$ cat config.mk
export PLATFORM = sky130hd
export DESIGN_NAME = onehot_decode_seq
export DESIGN_NICKNAME = d
export VERILOG_FILES = /design/src/rtl/onehot_decode_seq.sv
export SDC_FILE = /design/constraint.sdc
export NUM_CORES = 1
export LEC_CHECK = 0
export BUFFER_PORTS_ARGS = -buffer_cell sky130_fd_sc_hd__buf_2
export CAP_MARGIN = 20
export CORE_UTILIZATION = 52
export CTS_CLUSTER_DIAMETER = 30
export DETAILED_ROUTE_END_ITERATION = 8
export PLACE_DENSITY = 0.76
export SETUP_SLACK_MARGIN = 0.4
export SLEW_MARGIN = 5
export SYNTH_ARGS = -nofsm -noshare
export SYNTH_HDL_FRONTEND = slang
export SYNTH_SLANG_ARGS = --single-unit
$ cat constraint.sdc
create_clock -name clk -period 1.9 [get_ports clk]
set_clock_uncertainty 0.15 [all_clocks]
set_input_delay 0 -clock clk [delete_from_list [all_inputs] [get_ports clk]]
set_output_delay 0 -clock clk [all_outputs]
set_load 0.005 [all_outputs]
$ cat src/rtl/onehot_decode_seq.sv
// -----------------------------------------------------------------------------
// onehot_decode_seq
// Receive-side partner of the 8-to-3 priority encoder. Takes a CODE_W-bit
// line index over a valid/ready handshake and drives the matching one-hot
// pattern for HOLD cycles, then GAP all-zero cycles. A one-deep pending
// buffer lets the encoder queue the next code while the current one is
// being driven.
//
// Optional feature macro: DEC_EVENT_CNT_EN
//   When defined, adds evt_cnt: an 8-bit wrapping count of entries into
//   the drive phase.
//
// Ports:
//   clk        in   rising-edge clock
//   rst        in   asynchronous, active-high reset
//   in_valid   in   code present (low = no line active)
//   in_code    in   encoded line index
//   in_ready   out  a code can be accepted this cycle (pending buffer empty)
//   out_onehot out  decoded pattern, bit index = code
//   out_valid  out  out_onehot carries a decoded code
//   busy       out  sequencer is not idle
//   evt_cnt    out  drive-entry count (DEC_EVENT_CNT_EN only)
// -----------------------------------------------------------------------------
module onehot_decode_seq #(
    parameter int CODE_W = 3,
    parameter int HOLD   = 4,
    parameter int GAP    = 1
) (
    input  logic                     clk,
    input  logic                     rst,
    input  logic                     in_valid,
    input  logic [CODE_W-1:0]        in_code,
    output logic                     in_ready,
    output logic [(2**CODE_W)-1:0]   out_onehot,
    output logic                     out_valid,
    output logic                     busy
`ifdef DEC_EVENT_CNT_EN
    ,
    output logic [7:0]               evt_cnt
`endif
);

    localparam int OUT_W = 2**CODE_W;
    localparam int HCW   = (HOLD > 1) ? $clog2(HOLD) : 1;
    localparam int GCW   = (GAP > 1) ? $clog2(GAP) : 1;

    // Counters load with N-1 so the phase lasts exactly N cycles.
    localparam logic [HCW-1:0] HOLD_LOAD = HCW'(HOLD - 1);
    localparam logic [GCW-1:0] GAP_LOAD  = GCW'((GAP > 0) ? (GAP - 1) : 0);
    localparam logic [HCW-1:0] HOLD_ONE  = HCW'(1'b1);
    localparam logic [GCW-1:0] GAP_ONE   = GCW'(1'b1);
    localparam logic [HCW-1:0] HOLD_ZERO = {HCW{1'b0}};
    localparam logic [GCW-1:0] GAP_ZERO  = {GCW{1'b0}};

    typedef enum logic [1:0] {
        ST_IDLE  = 2'd0,
        ST_DRIVE = 2'd1,
        ST_GAP   = 2'd2
    } state_t;

    function automatic logic [OUT_W-1:0] decode_onehot(input logic [CODE_W-1:0] code);
        decode_onehot = {{(OUT_W-1){1'b0}}, 1'b1} << code;
    endfunction

    state_t              state_r, state_nxt_s;
    logic [HCW-1:0]      hold_cnt_r, hold_nxt_s;
    logic [GCW-1:0]      gap_cnt_r, gap_nxt_s;
    logic                pend_valid_r, pend_valid_nxt_s;
    logic [CODE_W-1:0]   pend_code_r, pend_code_nxt_s;
    logic [CODE_W-1:0]   cur_code_r, cur_code_nxt_s;
    logic [OUT_W-1:0]    out_onehot_r, onehot_nxt_s;
    logic                out_valid_r, valid_nxt_s;
    logic                busy_r, busy_nxt_s;
    logic                accept_s;

    // Ready depends only on the pending flag, so reset raises it at once.
    assign in_ready = ~pend_valid_r;
    assign accept_s = in_valid & ~pend_valid_r;

    assign out_onehot = out_onehot_r;
    assign out_valid  = out_valid_r;
    assign busy       = busy_r;

    // State, counters, pending buffer and registered outputs.
    always_ff @(posedge clk or posedge rst) begin
        if (rst) begin
            state_r      <= ST_IDLE;
            hold_cnt_r   <= HOLD_ZERO;
            gap_cnt_r    <= GAP_ZERO;
            pend_valid_r <= 1'b0;
            pend_code_r  <= {CODE_W{1'b0}};
            cur_code_r   <= {CODE_W{1'b0}};
            out_onehot_r <= {OUT_W{1'b0}};
            out_valid_r  <= 1'b0;
            busy_r       <= 1'b0;
        end else begin
            state_r      <= state_nxt_s;
            hold_cnt_r   <= hold_nxt_s;
            gap_cnt_r    <= gap_nxt_s;
            pend_valid_r <= pend_valid_nxt_s;
            pend_code_r  <= pend_code_nxt_s;
            cur_code_r   <= cur_code_nxt_s;
            out_onehot_r <= onehot_nxt_s;
            out_valid_r  <= valid_nxt_s;
            busy_r       <= busy_nxt_s;
        end
    end

    // Next-state, counter and pending-buffer logic.
    always_comb begin
        state_nxt_s      = state_r;
        hold_nxt_s       = hold_cnt_r;
        gap_nxt_s        = gap_cnt_r;
        pend_valid_nxt_s = pend_valid_r;
        pend_code_nxt_s  = pend_code_r;
        cur_code_nxt_s   = cur_code_r;

        // Accept and consume are mutually exclusive: accept needs the buffer
        // empty, consume needs it full. Outside IDLE an accept always queues.
        if (accept_s && (state_r != ST_IDLE)) begin
            pend_valid_nxt_s = 1'b1;
            pend_code_nxt_s  = in_code;
        end else begin
            pend_code_nxt_s  = pend_code_r;
        end

        case (state_r)
            ST_IDLE: begin
                // A code queued on the cycle the FSM fell back to IDLE wins.
                if (pend_valid_r) begin
                    state_nxt_s      = ST_DRIVE;
                    cur_code_nxt_s   = pend_code_r;
                    hold_nxt_s       = HOLD_LOAD;
                    pend_valid_nxt_s = 1'b0;
                end else if (accept_s) begin
                    state_nxt_s    = ST_DRIVE;
                    cur_code_nxt_s = in_code;
                    hold_nxt_s     = HOLD_LOAD;
                end else begin
                    state_nxt_s = ST_IDLE;
                end
            end
            ST_DRIVE: begin
                if (hold_cnt_r != HOLD_ZERO) begin
                    hold_nxt_s = hold_cnt_r - HOLD_ONE;
                end else if (GAP > 0) begin
                    state_nxt_s = ST_GAP;
                    gap_nxt_s   = GAP_LOAD;
                end else if (pend_valid_r) begin
                    // Back-to-back reload with no zero cycle in between.
                    state_nxt_s      = ST_DRIVE;
                    cur_code_nxt_s   = pend_code_r;
                    hold_nxt_s       = HOLD_LOAD;
                    pend_valid_nxt_s = 1'b0;
                end else begin
                    state_nxt_s = ST_IDLE;
                end
            end
            ST_GAP: begin
                if (gap_cnt_r != GAP_ZERO) begin
                    gap_nxt_s = gap_cnt_r - GAP_ONE;
                end else if (pend_valid_r) begin
                    state_nxt_s      = ST_DRIVE;
                    cur_code_nxt_s   = pend_code_r;
                    hold_nxt_s       = HOLD_LOAD;
                    pend_valid_nxt_s = 1'b0;
                end else begin
                    state_nxt_s = ST_IDLE;
                end
            end
            default: begin
                state_nxt_s = ST_IDLE;
            end
        endcase
    end

    // Output decode from the next state so outputs leave a register.
    always_comb begin
        onehot_nxt_s = {OUT_W{1'b0}};
        valid_nxt_s  = 1'b0;
        busy_nxt_s   = (state_nxt_s != ST_IDLE);
        if (state_nxt_s == ST_DRIVE) begin
            onehot_nxt_s = decode_onehot(cur_code_nxt_s);
            valid_nxt_s  = 1'b1;
        end else begin
            onehot_nxt_s = {OUT_W{1'b0}};
            valid_nxt_s  = 1'b0;
        end
    end

`ifdef DEC_EVENT_CNT_EN
    logic [7:0] evt_cnt_r;
    logic       enter_drive_s;

    // Entry into DRIVE: from IDLE/GAP, or a reload at the end of a hold.
    assign enter_drive_s = (state_nxt_s == ST_DRIVE) &&
                           !((state_r == ST_DRIVE) && (hold_cnt_r != HOLD_ZERO));
    assign evt_cnt = evt_cnt_r;

    // Wrapping drive-entry counter.
    always_ff @(posedge clk or posedge rst) begin
        if (rst) begin
            evt_cnt_r <= 8'd0;
        end else if (enter_drive_s) begin
            evt_cnt_r <= evt_cnt_r + 8'd1;
        end else begin
            evt_cnt_r <= evt_cnt_r;
        end
    end
`endif

endmodule

Word-level counts from Yosys, hierarchy flattened
Index checks and enable logic that the tools add are counted.
{"block": "classes", "n_bitwise": 2, "addsub": 2, "reduce_logical": 9, "shift": 1, "eq_ne": 8, "muxes": 26}
{"cell": "2-bit 2-to-1 mux", "count": 7}
{"cell": "3-bit 2-to-1 mux", "count": 4}
{"cell": "2-bit one-hot mux with 3 select lines", "count": 2}
{"cell": "1-bit 2-to-1 mux", "count": 9}
{"cell": "8-bit 2-to-1 mux", "count": 1}
{"cell": "2-bit inequality test (second input constant)", "count": 4}
{"cell": "2-bit nonzero test", "count": 4}
{"cell": "1-bit by 3-bit left shift with 8-bit output (first input constant)", "count": 1}
{"cell": "3-bit one-hot mux with 2 select lines", "count": 1}
{"cell": "5-bit AND reduction", "count": 1}
{"cell": "2-bit by 1-bit equality test with 1-bit output (second input constant)", "count": 2}
{"cell": "1-bit one-hot mux with 2 select lines", "count": 2}
{"cell": "3-bit inequality test (second input constant)", "count": 1}
{"cell": "3-bit nonzero test", "count": 1}
{"cell": "2-bit equality test (second input constant)", "count": 1}
{"cell": "2-bit logical NOT", "count": 1}
{"cell": "2-bit AND reduction", "count": 1}
{"cell": "2-bit by 1-bit subtractor with 2-bit output (second input constant)", "count": 1}
{"cell": "1-bit AND", "count": 1}
{"cell": "1-bit logical AND", "count": 1}
{"cell": "1-bit inverter", "count": 1}
{"cell": "1-bit subtractor (second input constant)", "count": 1}
{"block": "word_totals", "word_cells": 57, "ff_bits": 22, "input_bits": 6, "out_inout_bits": 11}

Longest topological paths before layout
Gate-level depths: netlist of run 1.
{"block": "depth", "ltp_word": 7, "mapped_depth": 6, "depth_no_buf": 6}

Worst setup path before layout of run 1
Ideal clock, no wire load.
{"block": "synth_timing", "path_kind": "register to register", "from": "register state_r[1]", "to": "register out_onehot_r[1] (netlist: out_onehot[1])", "path_stages_with_launch": 7, "slack_ps": 402, "required_ps": 1664, "setup_time_ps": 86, "n_path_buf": 1, "period_less_slack_ps": 1498, "arrival_ps": 1262, "path_cell_list": "dfrtp_1 -> buf_6 -> nand2b_4 -> a21o_4 -> a21oi_4 -> inv_2 -> nor3_1"}
{"block": "synth_between", "elab_chain_len": 4, "word_cells_on_any_way": 10, "classes_between": "3 x eq/ne; 1 x shift; 5 x mux; 1 x reduce/logical"}
{"element": "from (decl)", "line_no": "65", "text": "state_t state_r, state_nxt_s;"}
{"element": "from (signal assigned)", "line_no": "97", "text": "state_r <= state_nxt_s;"}
{"element": "2-bit equality test or 2-bit logical NOT (tied branches)", "line_no": "127", "text": "case (state_r)"}
{"element": "3-bit one-hot mux with 2 select lines (*)", "line_no": "127"}
{"element": "via cur_code_nxt_s[1]", "line_no": "70", "text": "logic [CODE_W-1:0] cur_code_r, cur_code_nxt_s;"}
{"element": "1-bit by 3-bit left shift with 8-bit output (*)", "line_no": "62", "text": "decode_onehot = {{(OUT_W-1){1'b0}}, 1'b1} << code;"}
{"element": "8-bit 2-to-1 mux (*)", "line_no": "182", "text": "if (state_nxt_s == ST_DRIVE) begin"}
{"element": "via onehot_nxt_s[1]", "line_no": "71", "text": "logic [OUT_W-1:0] out_onehot_r, onehot_nxt_s;"}
{"element": "to (signal assigned)", "line_no": "93", "text": "out_onehot_r <= {OUT_W{1'b0}};"}
{"element": "to (signal assigned)", "line_no": "103", "text": "out_onehot_r <= onehot_nxt_s;"}
{"element": "to (decl)", "line_no": "71"}
Mark *: on every way through the listed nets, which the timed path passes. The rest lies on a longest branch.
A chain may end at the register's enable or synchronous reset.

Worst setup path after layout of run 1
{"block": "layout_timing", "from": "register state_r[1]", "to": "register out_onehot_r[6] (netlist: out_onehot[6])"}
Same word-level chain as after synthesis.

==> results of run 1 <==
-- per-stage QoR --
step	worst slack (ns)	hold slack [ns]	power, uW	instances	cell area (sq um)
floorplan	0.4023	-0.1735	1253	72	888.4
detailed placement	0.2737	0.02853	1443	103	980.9
global placement	0.3036	0.02089	1417	103	980.9
CTS	0.3841	0.06659	1794	118	1134
global route	0.2763	0.1294	2082	120	1192
finish	0.3287	0.1273	1949	120	1192
-- per-layer routing --
metal | global-route usage (%) | part of all wire (%) | vias to the layer above
met5 | 0 | 0 | -
met1 | 24.65 | 43 | 332
li1 | - | - | 312
met3 | 5.000 | 3.3 | 4
met4 | 16.25 | 2.5 | 0
met2 | 38.18 | 51 | 16
-- synthesized netlist by cell type (2+ instances only) --
library cell   n  share of area (%)
nand4bb_1      3                3.8
mux2_2         3                3.8
a21oi_1        5                2.8
o21a_1         2                1.7
nor2_1         3                1.3
inv_1          3                1.3
a21o_1         2                1.7
nand2b_1       3                2.1
dfrtp_1       21                 59
nor3_1         8                4.5
a21oi_4        2                3.7
nand2_1        4                1.7
inv_2          3                1.3
-- logic make-up after synthesis --
logic type	share of synthesized area [%]
AO/OA/AOI/OAI	13.10
adder cells (fa/ha/maj)	1.408
buffers and inverters	4.225
flip-flops	59.15
multiplexers	3.803
AND/OR/NAND/NOR	18.31
-- where the power goes --
| group | internal [uW] | switching [uW] | total, uW |
|---|---|---|---|
| Sequential | 626 | 122 | 747 |
| Combinational | 491 | 503 | 994 |
| Clock | 81.7 | 125 | 207 |
| Total | 1200 | 751 | 1950 |
-- cells in the final DEF (no fill, tap or decap), drive strengths merged --
cell and n:
buf 25, dfrtp 21, nor3 8, a21oi 7
inv 6, dlygate4sd3 5, nand2 4, clkbuf 4
nand2b 4, nand4bb 3, nor2 3, mux2 3
a21o 3, o21a 2, nor3b 1, and3b 1
o22ai 1, o211ai 1, nand4b 1, ha 1
-- state kept, by name, indices dropped and copies added (netlist names) --
signal / count
state_r: 2
out_valid: 1
cur_code_r: 3
busy: 1
out_onehot: 8
pend_valid_r: 1
hold_cnt_r: 2
pend_code_r: 3
-- repair_timing --
| action | in CTS | in global routing |
|---|---|---|
| endpoints found under the hold margin | 26 | 0 |
| pin swaps | 5 | 7 |
| hold buffers | 5 | 0 |
| setup buffers | 6 | 2 |
| setup endpoints to repair | 11 | 14 |
| gates resized for setup | 9 | 9 |
-- critical path, cell delays in order, from the launching register on --
cell	delay, ns
dfrtp_2	0.44
nand2b_4	0.14
a21o_4	0.22
a21oi_4	0.25
inv_2	0.11
nor3_1	0.18
-- final cells by class --
class / instances / area [sq um] / area share [%]
inverters: 6 / 22.52 / 1.889
multi-input cells: 43 / 392.9 / 32.95
well taps: 16 / 20.02 / 1.679
repair buffers: 30 / 201.4 / 16.89
clock buffers: 4 / 26.28 / 2.204
flip-flops and latches: 21 / 529.3 / 44.39
-- worst paths after layout --
kind	start	endpoint	slack, ns	depth (start not counted)
max	state_r[1]	out_onehot[6]	0.33	5
min reg2reg	hold_cnt_r[1]	hold_cnt_r[1]	0.35	1
min in group asynchronous	rst	hold_cnt_r[1]	0.22	3
min	in_valid	pend_code_r[2]	0.13	4
max in group asynchronous	rst	pend_valid_r	0.86	3
max reg2reg	state_r[1]	out_onehot[6]	0.33	5
==> out/qor.yml, run 1 <==
worst_ir_drop_vdd_mv: 1.175
synth_area_sq_um: 888.4
port_buffers: 16
numCtsBuffers: 3
synthCells: 72
yosysWarnings: 0
drive_gt1_share_pct: 51.92
worst_pin_slew_ns: 0.7702
leakage_uw: 0.0005720
fin_crit_ns: 1.571
report.final.slew_viol_count: 0
finalSetupViolCount: 0
status: "finished, final reports clean"
grt_pass1_vias: 651
wl_per_cell_um: 15.63
fin_crit_sh_pct: 82.70
die_h_um: 43.33
rows: 14
num_io_pins: 17
antenna_found_initial: 0
grt_start_max_net_pins: 22
maxCapViolations: 0
synth_nets: 79
wirelength_um: 1876
max_clock_freq_mhz: 636.4
cts_max_level: 1
ys_ff_latch: 21
diodes: 0
yosys.cell_types.count: 23
ys_seq_area_share_pct: 59.15
gp_congestion: 0.7554
worst_ep_arrival_time_ns: 1.64
grt.total_usage_pct: 22.46
synth_area_per_cell_sq_um: 12.34
initial_core_util_pct: 56.98
firstDrtPassIters: 4
criticalPathCategory: "flop to flop"
grt_pass1_wl_um: 2911
fin_util_pct: 76.48
viasPerCell: 5.533
dieArea_sq_um: 1877
cts_tree: "yes"
rsz0062_at_grt: "true"
fin_tns_setup_ns: 0
num-fill-cells: 94
synth_edf_count: 0
cp_max_fo: 5
end_kind: "flop"
clk_path_buf_depth: 2
antenna_left: 0
pwr_density_cell_nw_per_um2: 1634
worst_ep_required_time_ns: 1.97
gr-total-overflow: 0
clk_latency_ns: 0.30
root_buffer: "clkbuf_4"
cts_sinks: 21
final_nets: 112
vias: 664
max_slew_margin_pct: 48.59
core_area_sq_um: 1559
hold_path_class: "input port to flop"
clk_pin_slew_ns: 0.11
cp-start-kind: "flop"
hold_viol_final: 0
dieWidth_um: 43.33
drt_iter0_drc: 20
drc: 0
synthArstFlopShare_pct: 100.0
syn_to_final_growth_pct: 34.22
ys.flop_type: "dfrtp_1"
Note: power is estimated with default switching activity, not from simulation.
==> run 2: changes to the inputs <==
- ABC_AREA: unset -> 1
- CORE_UTILIZATION: 52 -> 47
- PLACE_DENSITY: 0.76 -> 0.72
- clock period: 1.9 -> 1.3 ns (I/O delays scaled with it)
==> out/qor.yml, run 2 <==
worst_pin_slew_ns: 0.3200  # -0.4503 ns
critical-path-top-delay-family: "simple AND/OR/NAND/NOR gates"
synth_top_area_share_pct: 57.85  # -1.3 points
fin_cells: 160  # +33%
cts_tree: "yes"
ys_seq_area_share_pct: 57.85  # -1.3 points
num-fill-cells: 120  # +28%
fin_crit_ns: 1.453  # -0.1187 ns
cp_max_fo: 7  # +2
clk_pin_slew_ns: 0.12  # about the same
syn_to_final_growth_pct: 57.99
status: "finished with violations"
synth_area_per_cell_sq_um: 9.767  # -21%
grt_pass1_vias: 654  # +0.46%
rrSetupSlack_ns: -0.15  # -0.48 ns
worst_ep_arrival_time_ns: 1.55  # -0.09 ns
antenna_left: 0  # unchanged
viasPerCell: 4.769  # -14%
grt_pass1_wl_um: 2884  # -0.93%
vias: 763  # +15%
clk_latency_ns: 0.31  # about the same
ys_ff_latch: 21  # unchanged
synth.area.top_cells: "dfrtp_1 (58%), nor2_1 (8.7%), nand2_2 (6.2%)"
antenna_found_initial: 0  # unchanged
leakage_uw: 0.0007266  # +27%
rows: 15  # +1
gr-total-overflow: 0  # unchanged
largest_reg_flops: 8  # unchanged
path_cells: "buf_6, o21ai_4, nand2_4, nor2_8, nand3_4, nor2_1"
report.final.slew_viol_count: 0  # unchanged
wl_per_cell_um: 12.73  # -19%
regArea_sq_um: 529.3  # unchanged
fin_util_pct: 81.35  # +4.9 points
p_switching_uw: 1632  # +120%
p_int_uw: 2109  # +76%
seq_power_share_pct: 30.1  # -8.3 points
fin_tns_setup_ns: -1.519  # -1.519 ns
multi_input_area_sq_um: 518.0  # +32%
dieArea_sq_um: 2112  # +13%
place_inst: 140  # +36%
end_kind: "flop"
drive_gt1_share_pct: 65.93  # +14 points
synth_area_sq_um: 908.4  # +2.3%
final_nets: 143  # +28%
pwr_density_cell_nw_per_um2: 2606  # +59%
r2r_cells: 6  # +1
finalSetupViolCount: 14  # +14
p_comb_share_pct: 61.1  # +10 points
gp_congestion: 0.7767  # +2.8%
rsz0062_at_grt: "true"
diodes: 0  # unchanged
rr_startpoint: "state_r[1]"
cts_sinks: 21  # unchanged
hold_viol_final: 0  # unchanged
worst_ep_required_time_ns: 1.40  # -0.57 ns
mostFrequentLayoutCell: "dfrtp_1"
synthArstFlopShare_pct: 100.0  # unchanged
dieWidth_um: 45.96  # +6.1%
cp-start-kind: "flop"
p_sw_share_pct: 43.63  # +5.1 points
grt.total_usage_pct: 19.73  # -2.7 points
grt_start_max_net_pins: 22  # unchanged
yosys.cell_types.count: 19  # -17%
initial_core_util_pct: 51.49  # -5.5 points
violations: "negative setup slack"
maxCapViolations: 0  # unchanged
synth_edf_count: 0  # unchanged
fin_crit_sh_pct: 111.7  # +29 points
wirelength_um: 2036  # +8.5%
dpl.hpwl_um: 1119
num_io_pins: 17  # unchanged
synth_top_area_cell: "dfrtp_1"
criticalPathCategory: "flop to flop"
firstDrtPassIters: 4  # unchanged
whs_ns: 0.05402  # -0.07328 ns
die_h_um: 45.96  # +6.1%
core_area_sq_um: 1764  # +13%
max_slew_margin_pct: 78.60  # +30 points
clk_path_buf_depth: 2  # unchanged
cp_slowest_cell: "dfrtp_2"
holdPathStages: 5  # +1
cts_max_level: 1  # unchanged
mostFrequentLayoutCells: "dfrtp_1 (18), buf_2 (15), buf_4 (14)"
drt_iter0_drc: 3  # -85%
max_clock_freq_mhz: 688.4  # +8.2%
hp-start: "in_valid"
numCtsBuffers: 3  # unchanged
power_frac_clock_pct: 8.8  # -1.8 points
r2r_end: "out_onehot[0]"
port_buffers: 16  # unchanged
setup_ws_ns: -0.1526  # -0.4813 ns
ys.flop_type: "dfrtp_1"
yosysWarnings: 0  # unchanged
synth_common_cells: "dfrtp_1 (21), nor2_1 (21), nand2_1 (9), nand2_2 (9), inv_1 (8)"
slowest_delay_ns: 0.48  # +0.04 ns
critical_path_buf_inv_count: 1  # unchanged
synth_nets: 100  # +27%
hold_path_class: "input port to flop"
min_to: "cur_code_r[0]"
worst_ir_drop_vdd_mv: 1.814  # +54%
root_buffer: "clkbuf_4"
synthCells: 93  # +29%
total_power_uw: 3740  # +92%
drc: 0  # unchanged
[run 2: cell count changes after synthesis, moves of 3 or more]
cell	previous run	this run
inv_1	3	8
nor3_1	8	0
nor2_1	3	21
nand2_1	4	9
a21oi_1	5	2
nand2b_1	3	0
nand4bb_1	3	0
nand2_2	0	9
nand3_1	0	5
o21ai_0	0	3
[run 2: routing by layer]
layer	part of all wire [%]	vias to the layer above	GRT usage (%)
met4	2.7	0	8.824
met1	42	376	26.90
met3	2.2	5	3.571
met2	53	12	30.42
met5	0	-	0
li1	-	370	-
[run 2: cell families (layout without fill, tap and decap cells)]
kind of cell	count (synthesis)	count (layout)	share of synthesized area (%)
buffers and inverters	12	54	4.958
AND/OR/NAND/NOR	51	51	30.58
flip-flops	21	21	57.85
adder cells (fa/ha/maj)	1	1	1.377
multiplexers	1	1	1.240
AO/OA/AOI/OAI	7	7	3.994
[run 2: what timing repair did]
item / 4_1_cts / 5_1_grt
gates resized for setup: 20 / 28
pin swaps: 15 / 17
buffers inserted: 4 / 8
setup endpoints to repair: 32 / 32
hold buffers: 4 / 0
hold endpoints to repair: 31 / 0
[run 2: worst max path at each step]
stage | startpoint | endpoint | cells after the start | slack, ns
finish | state_r[1] | out_onehot[0] | 6 | -0.15
detailed placement | hold_cnt_r[1] | out_onehot[2] | 7 | -0.11
CTS | state_r[0] | out_onehot[2] | 6 | -0.08
floorplan | hold_cnt_r[1] | out_onehot[0] | 7 | -0.009
global route | state_r[1] | out_onehot[0] | 6 | -0.20
global placement | hold_cnt_r[1] | out_onehot[2] | 7 | -0.13
[run 2: cell type report]
cell class	instances	share of cell area, %
clock buffer	3	1.569
clock inverter	1	0.3487
inverter	12	3.662
multi-input combinational	60	36.09
sequential	21	36.88
tap	25	2.180
timing repair buffer	38	19.27
[run 2: power groups by stage]
stage | sequential, uW | combinational (uW) | clock, uW
floorplan | 1090 | 1020 | 0
global placement | 1080 | 1430 | 0
detailed placement | 1080 | 1450 | 0
CTS | 1120 | 1720 | 322
global route | 1150 | 2470 | 350
finish | 1130 | 2280 | 329
[run 2: worst register-to-register path, cell delays in order (launching register included)]
cell and delay (ns):
dfrtp_2 0.48, buf_6 0.14, o21ai_4 0.13, nand2_4 0.09, nor2_8 0.18, nand3_4 0.11
nor2_1 0.11
[run 2: per-stage QoR]
stage                     cell area, sq um  setup WS (ns)
after detailed placement              1101        -0.1085
after CTS                             1276       -0.08137
final                                 1435        -0.1526
after global placement                1101        -0.1287
after global routing                  1435        -0.2035
after floorplan                      944.7      -0.009029
==> run 3: changes to the inputs <==
- CORE_UTILIZATION: 47 -> 48
- HOLD_SLACK_MARGIN: unset -> 0.08
- PLACE_DENSITY: 0.72 -> 0.71
- clock period: 1.3 -> 1.7 ns (I/O delays scaled with it)
==> out/qor.yml, run 3 (synthesis results as in run 2) <==
status: "finished, final reports clean"
num_io_pins: 17  # unchanged
syn_to_final_growth_pct: 43.66
worst_ep_required_time_ns: 1.76  # +0.36 ns
antenna_left: 0  # unchanged
drt_iter0_drc: 5  # +2
dpl.hpwl_um: 1139  # +1.8%
fin_crit_sh_pct: 84.24  # -27 points
rsz0062_at_grt: "true"
dieArea_sq_um: 2070  # -2.0%
criticalPathCategory: "flop to flop"
finalSetupViolCount: 0  # -14
placed_cell_area_sq_um: 1047  # -4.9%
die_h_um: 45.50  # -1.0%
rows: 15  # unchanged
root_buffer: "clkbuf_4"
total_power_uw: 2540  # -32%
viasPerCell: 4.809  # +0.85%
cts_hold_buf: 5  # +1
pwr_density_cell_nw_per_um2: 1947  # -25%
antenna_found_initial: 0  # unchanged
clk_pin_slew_ns: 0.12  # about the same
worst_pin_slew_ns: 0.3514  # +0.03140 ns
hold_viol_final: 0  # unchanged
path_cells: "buf_6, inv_4, nand3_2, nor2_2, nor2_2, nand2_4, inv_4, nand2_2, nor2_1"
grt_pass1_wl_um: 2801  # -2.9%
core_area_sq_um: 1745  # -1.1%
report.final.slew_viol_count: 0  # unchanged
hold_path_class: "input port to asynchronous set/reset pin"
clk_path_buf_depth: 2  # unchanged
leakage_uw: 0.0006494  # -11%
worst_ir_drop_vdd_mv: 1.204  # -34%
drc: 0  # unchanged
end_kind: "flop"
regArea_sq_um: 529.3  # unchanged
firstDrtPassIters: 3  # -1
wirelength_um: 1882  # -7.6%
cp-start-kind: "flop"
wl_per_cell_um: 12.38  # -2.7%
fin_crit_ns: 1.432  # -0.02055 ns
fin_tns_setup_ns: 0  # +1.519 ns
worst_ep_arrival_time_ns: 1.49  # -0.06 ns
max_clock_freq_mhz: 698.3  # +1.4%
dieWidth_um: 45.50  # -1.0%
clk_latency_ns: 0.30  # about the same
numCtsBuffers: 3  # unchanged
gr-total-overflow: 0  # unchanged
cp_max_fo: 6  # -1
max_slew_margin_pct: 76.55  # -2.0 points
grt_start_max_net_pins: 14  # -36%
fin_util_pct: 74.77  # -6.6 points
cts_tree: "yes"
critical_path_buf_inv_count: 3  # +2
maxCapViolations: 0  # unchanged
vias: 731  # -4.2%
largest_reg_flops: 8  # unchanged
final_nets: 135  # -5.6%
mostFrequentLayoutCells: "dfrtp_1 (18), buf_2 (16), nor2_1 (13)"
grt_pass1_vias: 657  # +0.46%
fin_area_sq_um: 1305  # -9.1%
initial_core_util_pct: 52.04  # +0.55 points
cts_max_level: 1  # unchanged
grt.total_usage_pct: 19.51  # -0.22 points
cts_sinks: 21  # unchanged
num-fill-cells: 138  # +15%
mostFrequentLayoutCell: "dfrtp_1"
multi_input_area_sq_um: 460.4  # -11%
diodes: 0  # unchanged
critical-path-top-delay-family: "flip-flops"
gp_congestion: 0.7640  # -1.6%
cp_slowest_cell: "dfrtp_2"
drive_gt1_share_pct: 59.06  # -6.9 points
slowest_delay_ns: 0.49  # about the same
port_buffers: 16  # unchanged
place_inst: 135  # -3.6%
fin_cells: 152  # -5.0%
[run 3: cell types whose count changed in the layout (fill, tap and decap cells not counted), sizes merged]
cell,delta
buf,-9
dlygate4sd3,+1
[run 3: final cells by class]
cell class | instances | area share, %
multi-input cells | 60 | 35.28
clock inverters | 1 | 0.3835
clock buffers | 3 | 1.726
repair buffers | 30 | 15.44
flip-flops and latches | 21 | 40.56
well taps | 25 | 2.397
inverters | 12 | 4.219
[run 3: where the power goes]
group	internal (uW)	total [uW]	leakage (uW)	switching [uW]
clock	87.6	234	0.0000177	147
sequential	709	859	0.000256	150
combinational	630	1450	0.000376	817
total	1430	2540	0.000649	1110
[run 3: through the flow]
| stage | hold WS, ns | setup WS [ns] |
|---|---|---|
| after floorplan | -0.1736 | 0.3858 |
| after global placement | -0.1845 | 0.2744 |
| after detailed placement | -0.1750 | 0.2782 |
| after CTS | 0.03301 | 0.2869 |
| after global routing | 0.06268 | 0.2052 |
| final | 0.05820 | 0.2680 |
[run 3: timing repair]
action                                  in CTS  in global routing
endpoints found under the hold margin       33                  8
buffers inserted                             7                  1
resized for setup                           10                 25
endpoints found under the setup margin      11                 16
pin swaps                                    0                 15
[run 3: final timing paths]
kind | start | to | slack (ns) | cells past startpoint
worst max-delay path | pend_valid_r | out_onehot[4] | 0.27 | 9
worst min-delay path | rst | hold_cnt_r[1] | 0.06 | 3
worst max register to register | pend_valid_r | out_onehot[4] | 0.27 | 9
worst min register to register | pend_code_r[1] | pend_code_r[1] | 0.38 | 2
max in group asynchronous | rst | out_onehot[6] | 0.86 | 4
min in group clk | in_code[2] | pend_code_r[2] | 0.36 | 3
[run 3: worst register-to-register path: stages, from the launching register on]
cell,delay [ns]
dfrtp_2,0.49
buf_6,0.14
inv_4,0.05
nand3_2,0.07
nor2_2,0.13
nor2_2,0.05
nand2_4,0.10
inv_4,0.04
nand2_2,0.07
nor2_1,0.05
[run 3: routing by layer]
layer | track usage, % | vias to the layer above | routed length (um) | part of all wire [%]
li1 | - | 359 | - | -
met4 | 10.91 | 0 | 12 | 0.64
met5 | 0 | - | 0 | 0
met3 | 2.778 | 2 | 58 | 3.1
met2 | 32.57 | 12 | 1024 | 54
met1 | 24.03 | 358 | 787 | 42
